<file path="config.mk">
export PLATFORM = sky130hd
export DESIGN_NAME = bus_scheduler
export DESIGN_NICKNAME = d
export VERILOG_FILES = /design/src/rtl/bus_sched_pkg.sv /design/src/rtl/bus_slot_decode.sv /design/src/rtl/bus_scheduler.sv
export SDC_FILE = /design/constraint.sdc
export NUM_CORES = 1
export LEC_CHECK = 0
export BUFFER_PORTS_ARGS = -buffer_cell sky130_fd_sc_hd__clkbuf_2
export CELL_PAD_IN_SITES_DETAIL_PLACEMENT = 1
export CELL_PAD_IN_SITES_GLOBAL_PLACEMENT = 1
export CORE_UTILIZATION = 41
export CTS_BUF_LIST = sky130_fd_sc_hd__clkbuf_4 sky130_fd_sc_hd__clkbuf_8
export DETAILED_ROUTE_END_ITERATION = 7
export GPL_TIMING_DRIVEN = 0
export PLACE_DENSITY = 0.76
export SLEW_MARGIN = 5
export SYNTH_ARGS = -nofsm -noshare
export SYNTH_HDL_FRONTEND = slang
export SYNTH_SLANG_ARGS = --single-unit
</file>
<file path="constraint.sdc">
create_clock -name clk16_i -period 1.95 [get_ports clk16_i]
set_input_delay 0.39 -clock clk16_i [delete_from_list [all_inputs] [get_ports clk16_i]]
set_output_delay 0.39 -clock clk16_i [all_outputs]
set_load 0.01 [all_outputs]
</file>
<file path="src/rtl/bus_sched_pkg.sv">
// Shared constants and types for the PET bus time-division scheduler.
// One frame is sixteen clk16 cycles; slot boundaries are fixed here.
package bus_sched_pkg;

    localparam int FRAME_LEN = 16;

    localparam logic [3:0] VRAM0_START = 4'd0;
    localparam logic [3:0] VRAM0_END   = 4'd1;
    localparam logic [3:0] VROM0_START = 4'd2;
    localparam logic [3:0] VROM0_END   = 4'd3;
    localparam logic [3:0] VRAM1_START = 4'd4;
    localparam logic [3:0] VRAM1_END   = 4'd5;
    localparam logic [3:0] VROM1_START = 4'd6;
    localparam logic [3:0] VROM1_END   = 4'd7;
    localparam logic [3:0] AUX_START   = 4'd8;
    localparam logic [3:0] AUX_END     = 4'd11;
    localparam logic [3:0] CPU_START   = 4'd12;
    localparam logic [3:0] CPU_END     = 4'd15;

    // Aux request sample point and the count that closes a frame.
    localparam logic [3:0] AUX_REQ_COUNT = 4'd7;
    localparam logic [3:0] FRAME_LAST    = 4'd15;

    typedef enum logic [2:0] {
        SLOT_VRAM0,
        SLOT_VROM0,
        SLOT_VRAM1,
        SLOT_VROM1,
        SLOT_AUX,
        SLOT_CPU
    } slot_t;

    typedef enum logic [1:0] {
        AUX_IDLE,
        AUX_PENDING,
        AUX_GRANT
    } aux_state_t;

endpackage

</file>
<file path="src/rtl/bus_slot_decode.sv">
// Combinational decode of a frame count into its owning slot and phase clocks.
// Zero latency; fed with the next count so the top can register the result.
module bus_slot_decode
    import bus_sched_pkg::*;
(
    input  logic [3:0] count_i,
    output slot_t      slot_o,
    output logic       setup_o,
    output logic       strobe_o,
    output logic       cclk_o
);

    always_comb begin
        slot_o = SLOT_CPU;
        if (count_i <= VRAM0_END) begin
            slot_o = SLOT_VRAM0;
        end else if (count_i <= VROM0_END) begin
            slot_o = SLOT_VROM0;
        end else if (count_i <= VRAM1_END) begin
            slot_o = SLOT_VRAM1;
        end else if (count_i <= VROM1_END) begin
            slot_o = SLOT_VROM1;
        end else if (count_i <= AUX_END) begin
            slot_o = SLOT_AUX;
        end
    end

    assign setup_o  = ~count_i[0];
    assign strobe_o = count_i[0];
    assign cclk_o   = (count_i == FRAME_LAST);

endmodule

</file>
<file path="src/rtl/bus_scheduler.sv">
// Frame scheduler for the shared PET SRAM/ROM bus; every output is registered from decode(next count).
// BUS_SCHED_AUX_EN adds the aux request/grant/ack window at counts 8-11; without it those counts idle.
module bus_scheduler
    import bus_sched_pkg::*;
(
    input  logic       clk16_i,
    input  logic       reset_i,
    input  logic       col_80_mode_i,
    input  logic       aux_req_i,
    output logic       aux_grant_o,
    output logic       aux_ack_o,
    output logic       cpu_en_o,
    output logic       vram0_en_o,
    output logic       vrom0_en_o,
    output logic       vram1_en_o,
    output logic       vrom1_en_o,
    output logic       setup_clk_o,
    output logic       strobe_clk_o,
    output logic       cclk_en_o,
    output logic [3:0] count_o
);

    logic [3:0] count_q, count_d;
    logic [3:0] count_out_q;
    logic       col80_q;
    slot_t      slot_d;
    logic       setup_d, strobe_d, cclk_d;
    logic       cpu_q, vram0_q, vrom0_q, vram1_q, vrom1_q;
    logic       setup_q, strobe_q, cclk_q;

    assign count_d = count_q + 4'd1;

    bus_slot_decode u_decode (
        .count_i  (count_d),
        .slot_o   (slot_d),
        .setup_o  (setup_d),
        .strobe_o (strobe_d),
        .cclk_o   (cclk_d)
    );

    // Internal count parks at 15 in reset so the first edge lands on slot 0.
    always_ff @(posedge clk16_i or posedge reset_i) begin
        if (reset_i) begin
            count_q     <= FRAME_LAST;
            count_out_q <= 4'd0;
            col80_q     <= 1'b1;
            cpu_q       <= 1'b0;
            vram0_q     <= 1'b0;
            vrom0_q     <= 1'b0;
            vram1_q     <= 1'b0;
            vrom1_q     <= 1'b0;
            setup_q     <= 1'b0;
            strobe_q    <= 1'b0;
            cclk_q      <= 1'b0;
        end else begin
            count_q     <= count_d;
            count_out_q <= count_d;
            if (count_q == FRAME_LAST) begin
                col80_q <= col_80_mode_i;
            end
            cpu_q    <= (slot_d == SLOT_CPU);
            vram0_q  <= (slot_d == SLOT_VRAM0);
            vrom0_q  <= (slot_d == SLOT_VROM0);
            vram1_q  <= (slot_d == SLOT_VRAM1) && col80_q;
            vrom1_q  <= (slot_d == SLOT_VROM1) && col80_q;
            setup_q  <= setup_d;
            strobe_q <= strobe_d;
            cclk_q   <= cclk_d;
        end
    end

`ifdef BUS_SCHED_AUX_EN
    aux_state_t aux_state_q;
    logic       aux_grant_q, aux_ack_q;

    // Grant is raised on the edge that leaves count 7 so it is visible from count 8.
    always_ff @(posedge clk16_i or posedge reset_i) begin
        if (reset_i) begin
            aux_state_q <= AUX_IDLE;
            aux_grant_q <= 1'b0;
            aux_ack_q   <= 1'b0;
        end else begin
            aux_ack_q <= 1'b0;
            case (aux_state_q)
                AUX_IDLE: begin
                    if ((count_q == AUX_REQ_COUNT) && aux_req_i) begin
                        aux_state_q <= AUX_PENDING;
                        aux_grant_q <= 1'b1;
                    end
                end
                AUX_PENDING: begin
                    aux_state_q <= AUX_GRANT;
                end
                AUX_GRANT: begin
                    if (count_d == AUX_END) begin
                        aux_ack_q <= 1'b1;
                    end
                    if (count_q == AUX_END) begin
                        aux_state_q <= AUX_IDLE;
                        aux_grant_q <= 1'b0;
                    end
                end
                default: begin
                    aux_state_q <= AUX_IDLE;
                    aux_grant_q <= 1'b0;
                end
            endcase
        end
    end

    assign aux_grant_o = aux_grant_q;
    assign aux_ack_o   = aux_ack_q;
`else
    logic unused_aux_req;
    assign unused_aux_req = aux_req_i;
    assign aux_grant_o    = 1'b0;
    assign aux_ack_o      = 1'b0;
`endif

    assign cpu_en_o     = cpu_q;
    assign vram0_en_o   = vram0_q;
    assign vrom0_en_o   = vrom0_q;
    assign vram1_en_o   = vram1_q;
    assign vrom1_en_o   = vrom1_q;
    assign setup_clk_o  = setup_q;
    assign strobe_clk_o = strobe_q;
    assign cclk_en_o    = cclk_q;
    assign count_o      = count_out_q;

endmodule

</file>
==> metrics.txt <==
TritonCTS Buffers=3; clk_skew=0.001877 ns; Worst EP arrival=1.64 ns; layout cells sized above 1=0.4394; placed inst area=723.2 sq um; Syn-to-layout area delta=20.44%; first-pass GRT wire length=1.531 mm; Max-Cap Viols=0; Worst-path clk slew=0.09 ns; I/O Buffers=14; TNS Setup=0 ns; Startpoint Class=flop; Post-CTS Hold Buffers=0; Max Freq=676.8 MHz; antenna violations before repair=0; Initial Utilization=0.4615; status=finished clean; post-route cell area=759.5 sq um; Row Count=13; Layout Cells excl Fill=81; core area=1366 sq um; Final Util=0.5559; ant diodes=0; PD cells=740.3 nW/um^2; met1 Use GR=0.1980; Pleak=0.3908 nW; delay-heaviest family, CP=flip-flops; initial DRC count=2; RSZ-0062 raised after global routing=no; hold_ws=0.1279 ns; post-DP HPWL=744.7 um; worst hold path type=in2async; vias in the first global route=336; nature of the critical path endpoint=flop; CTS Root Buffer Type=clkbuf_4; Remaining DRCs=0; GRT met2 Usage=0.2031; Routed Antenna Nets=0; final setup fails=0; CP required=2.11 ns; grt peak-use layer=met2; # Post-CTS Setup Buffers=0; Detailed Routing Iterations Pass 1=2; placed cells=77; met3 GRT Util=0.04891; FF-to-FF path depth=4; Final Slew Violations=0; GPL Wtd Cong=0.7449; Clock Latency Late Sink=0.28 ns; Tcrit/Tclk final=0.7577; #FFs+latches synth=16; Total GRT Usage=0.1524; post-CTS resize count=0; fin crit period=1.478 ns; Bufs and invs on worst path=0; chip width=41.22 um; IO Pins=18; total routed wirelength=1.012 mm; Final #Nets=74; die height=41.22 um; via count=387; largest net degree at the start of global routing=17; Slew @ Worst Pin=0.5652 ns; total global routing overflow=0; CP Class=reg2reg; critical path peak fanout=6; Die ar.=1699 sq um; CTS H-tree lvls=1; Cells after Synth=47; YS warnings=0; Slew HR=0.6228; Crit-path slowest cell=dfstp_2; final count of hold timing violations=0; mapped cell area=630.6 sq um; DR WL/cell=12.49 um; sequential element share of the synthesized area=0.6448; drt via density=4.778; VDD IR-drop max=0.3673 mV; CP Depth=4; post-synth cell types=21; clock buffer depth=2; CTS sink count=16; largest stage delay on the critical path=0.60 ns; CP Cell Sequence=ha_1 -> nor2b_1 -> or2_1 -> nor3_1; CTS tree=done; Post-Syn Area per Cell=13.42 sq um
==> layer usage <==
metal	wire length (um)	share of wire
met3	63	0.062
met5	0	0
met1	494	0.49
met2	454	0.45
met4	0	0
==> cells by family (layout without fill, tap and decap cells) <==
logic type / after synthesis / after routing / synth area share
xor+xnor: 1 / 1 / 0.02580
mux: 2 / 2 / 0.03373
compound gates: 3 / 3 / 0.02380
other cells: 1 / 2 / 0.005947
flops: 16 / 16 / 0.6448
buf+inv: 6 / 24 / 0.05357
fa+ha+maj: 3 / 3 / 0.05953
simple gates: 15 / 15 / 0.1528
==> worst paths after layout <==
| kind | start | end | slack, ns |
|---|---|---|---|
| max | count_q[1]$_DFF_PP1_ | vram0_en_o$_DFF_PP0_ | 0.47 |
| min | reset_i | vrom0_en_o$_DFF_PP0_ | 0.13 |
| max reg2reg | count_q[1]$_DFF_PP1_ | vram0_en_o$_DFF_PP0_ | 0.47 |
| min reg2reg | count_q[0]$_DFF_PP1_ | setup_clk_o$_DFF_PP0_ | 0.45 |
| max in group asynchronous | reset_i | count_q[1]$_DFF_PP1_ | 1.45 |
| min in group clk16_i | col_80_mode_i | col80_q$_DFFE_PP1N_ | 0.32 |
==> power breakdown <==
| part | leakage (nW) | total (mW) | switching, mW | internal [mW] |
|---|---|---|---|---|
| logic | 0.171 | 0.0137 | 0.00867 | 0.00500 |
| registers | 0.199 | 0.335 | 0.000699 | 0.334 |
| clock network | 0.0210 | 0.214 | 0.100 | 0.114 |
| total | 0.391 | 0.562 | 0.110 | 0.453 |
==> sequential cells by signal, summed over array words and instances, names as in the netlist <==
| signal | flops |
|---|---|
| cclk_en_o | 1 |
| vram1_en_o | 1 |
| vrom1_en_o | 1 |
| vrom0_en_o | 1 |
| count_q | 4 |
| count_o | 4 |
| cpu_en_o | 1 |
| col80_q | 1 |
| vram0_en_o | 1 |
| setup_clk_o | 1 |
==> cells in the final DEF, fill, tap and decap left out, types with 2 or more instances in the layout <==
cell and n:
clkbuf_2 14, dfrtp_1 11, dfstp_2 5, nand3_1 4, inv_1 3, ha_1 3
buf_4 3, clkbuf_4 3, nor2_1 2, nand2_1 2, a21oi_1 2, conb_1 2
==> stage by stage <==
stage | setup WS [ns] | power (mW)
6_report | 0.4724 | 0.5623
5_1_grt | 0.3743 | 0.5902
4_1_cts | 0.4600 | 0.5713
3_5_place_dp | 0.4944 | 0.3552
3_3_place_gp | 0.4892 | 0.3544
2_1_floorplan | 0.6031 | 0.3512
==> cells in the mapped netlist <==
library cell	count	area, sq um
dfrtp_1	11	275.3
dfstp_2	5	131.4
nand3_1	4	20.02
buf_4	3	22.52
ha_1	3	37.54
inv_1	3	11.26
a21oi_1	2	10.01
nand2_1	2	7.510
nor2_1	2	7.510
conb_1	1	3.750
mux2_1	1	11.26
mux2i_1	1	10.01
nand4bb_1	1	11.26
nor2b_1	1	6.260
nor2b_4	1	13.76
nor3_1	1	5.000
nor3b_2	1	12.51
nor4_1	1	6.260
o21ai_1	1	5.000
or2_1	1	6.260
xnor2_2	1	16.27
==> final cells by class <==
cell class	instances	area, sq um
Multi-Input combinational cell	26	193.9
Timing Repair Buffer	14	70.07
Buffer	3	22.52
Sequential cell	16	406.6
Fill cell	152	606.8
Clock buffer	4	36.28
Inverter	3	11.26
Tap cell	15	18.77
No activity file was read; power rests on OpenSTA's default activity.
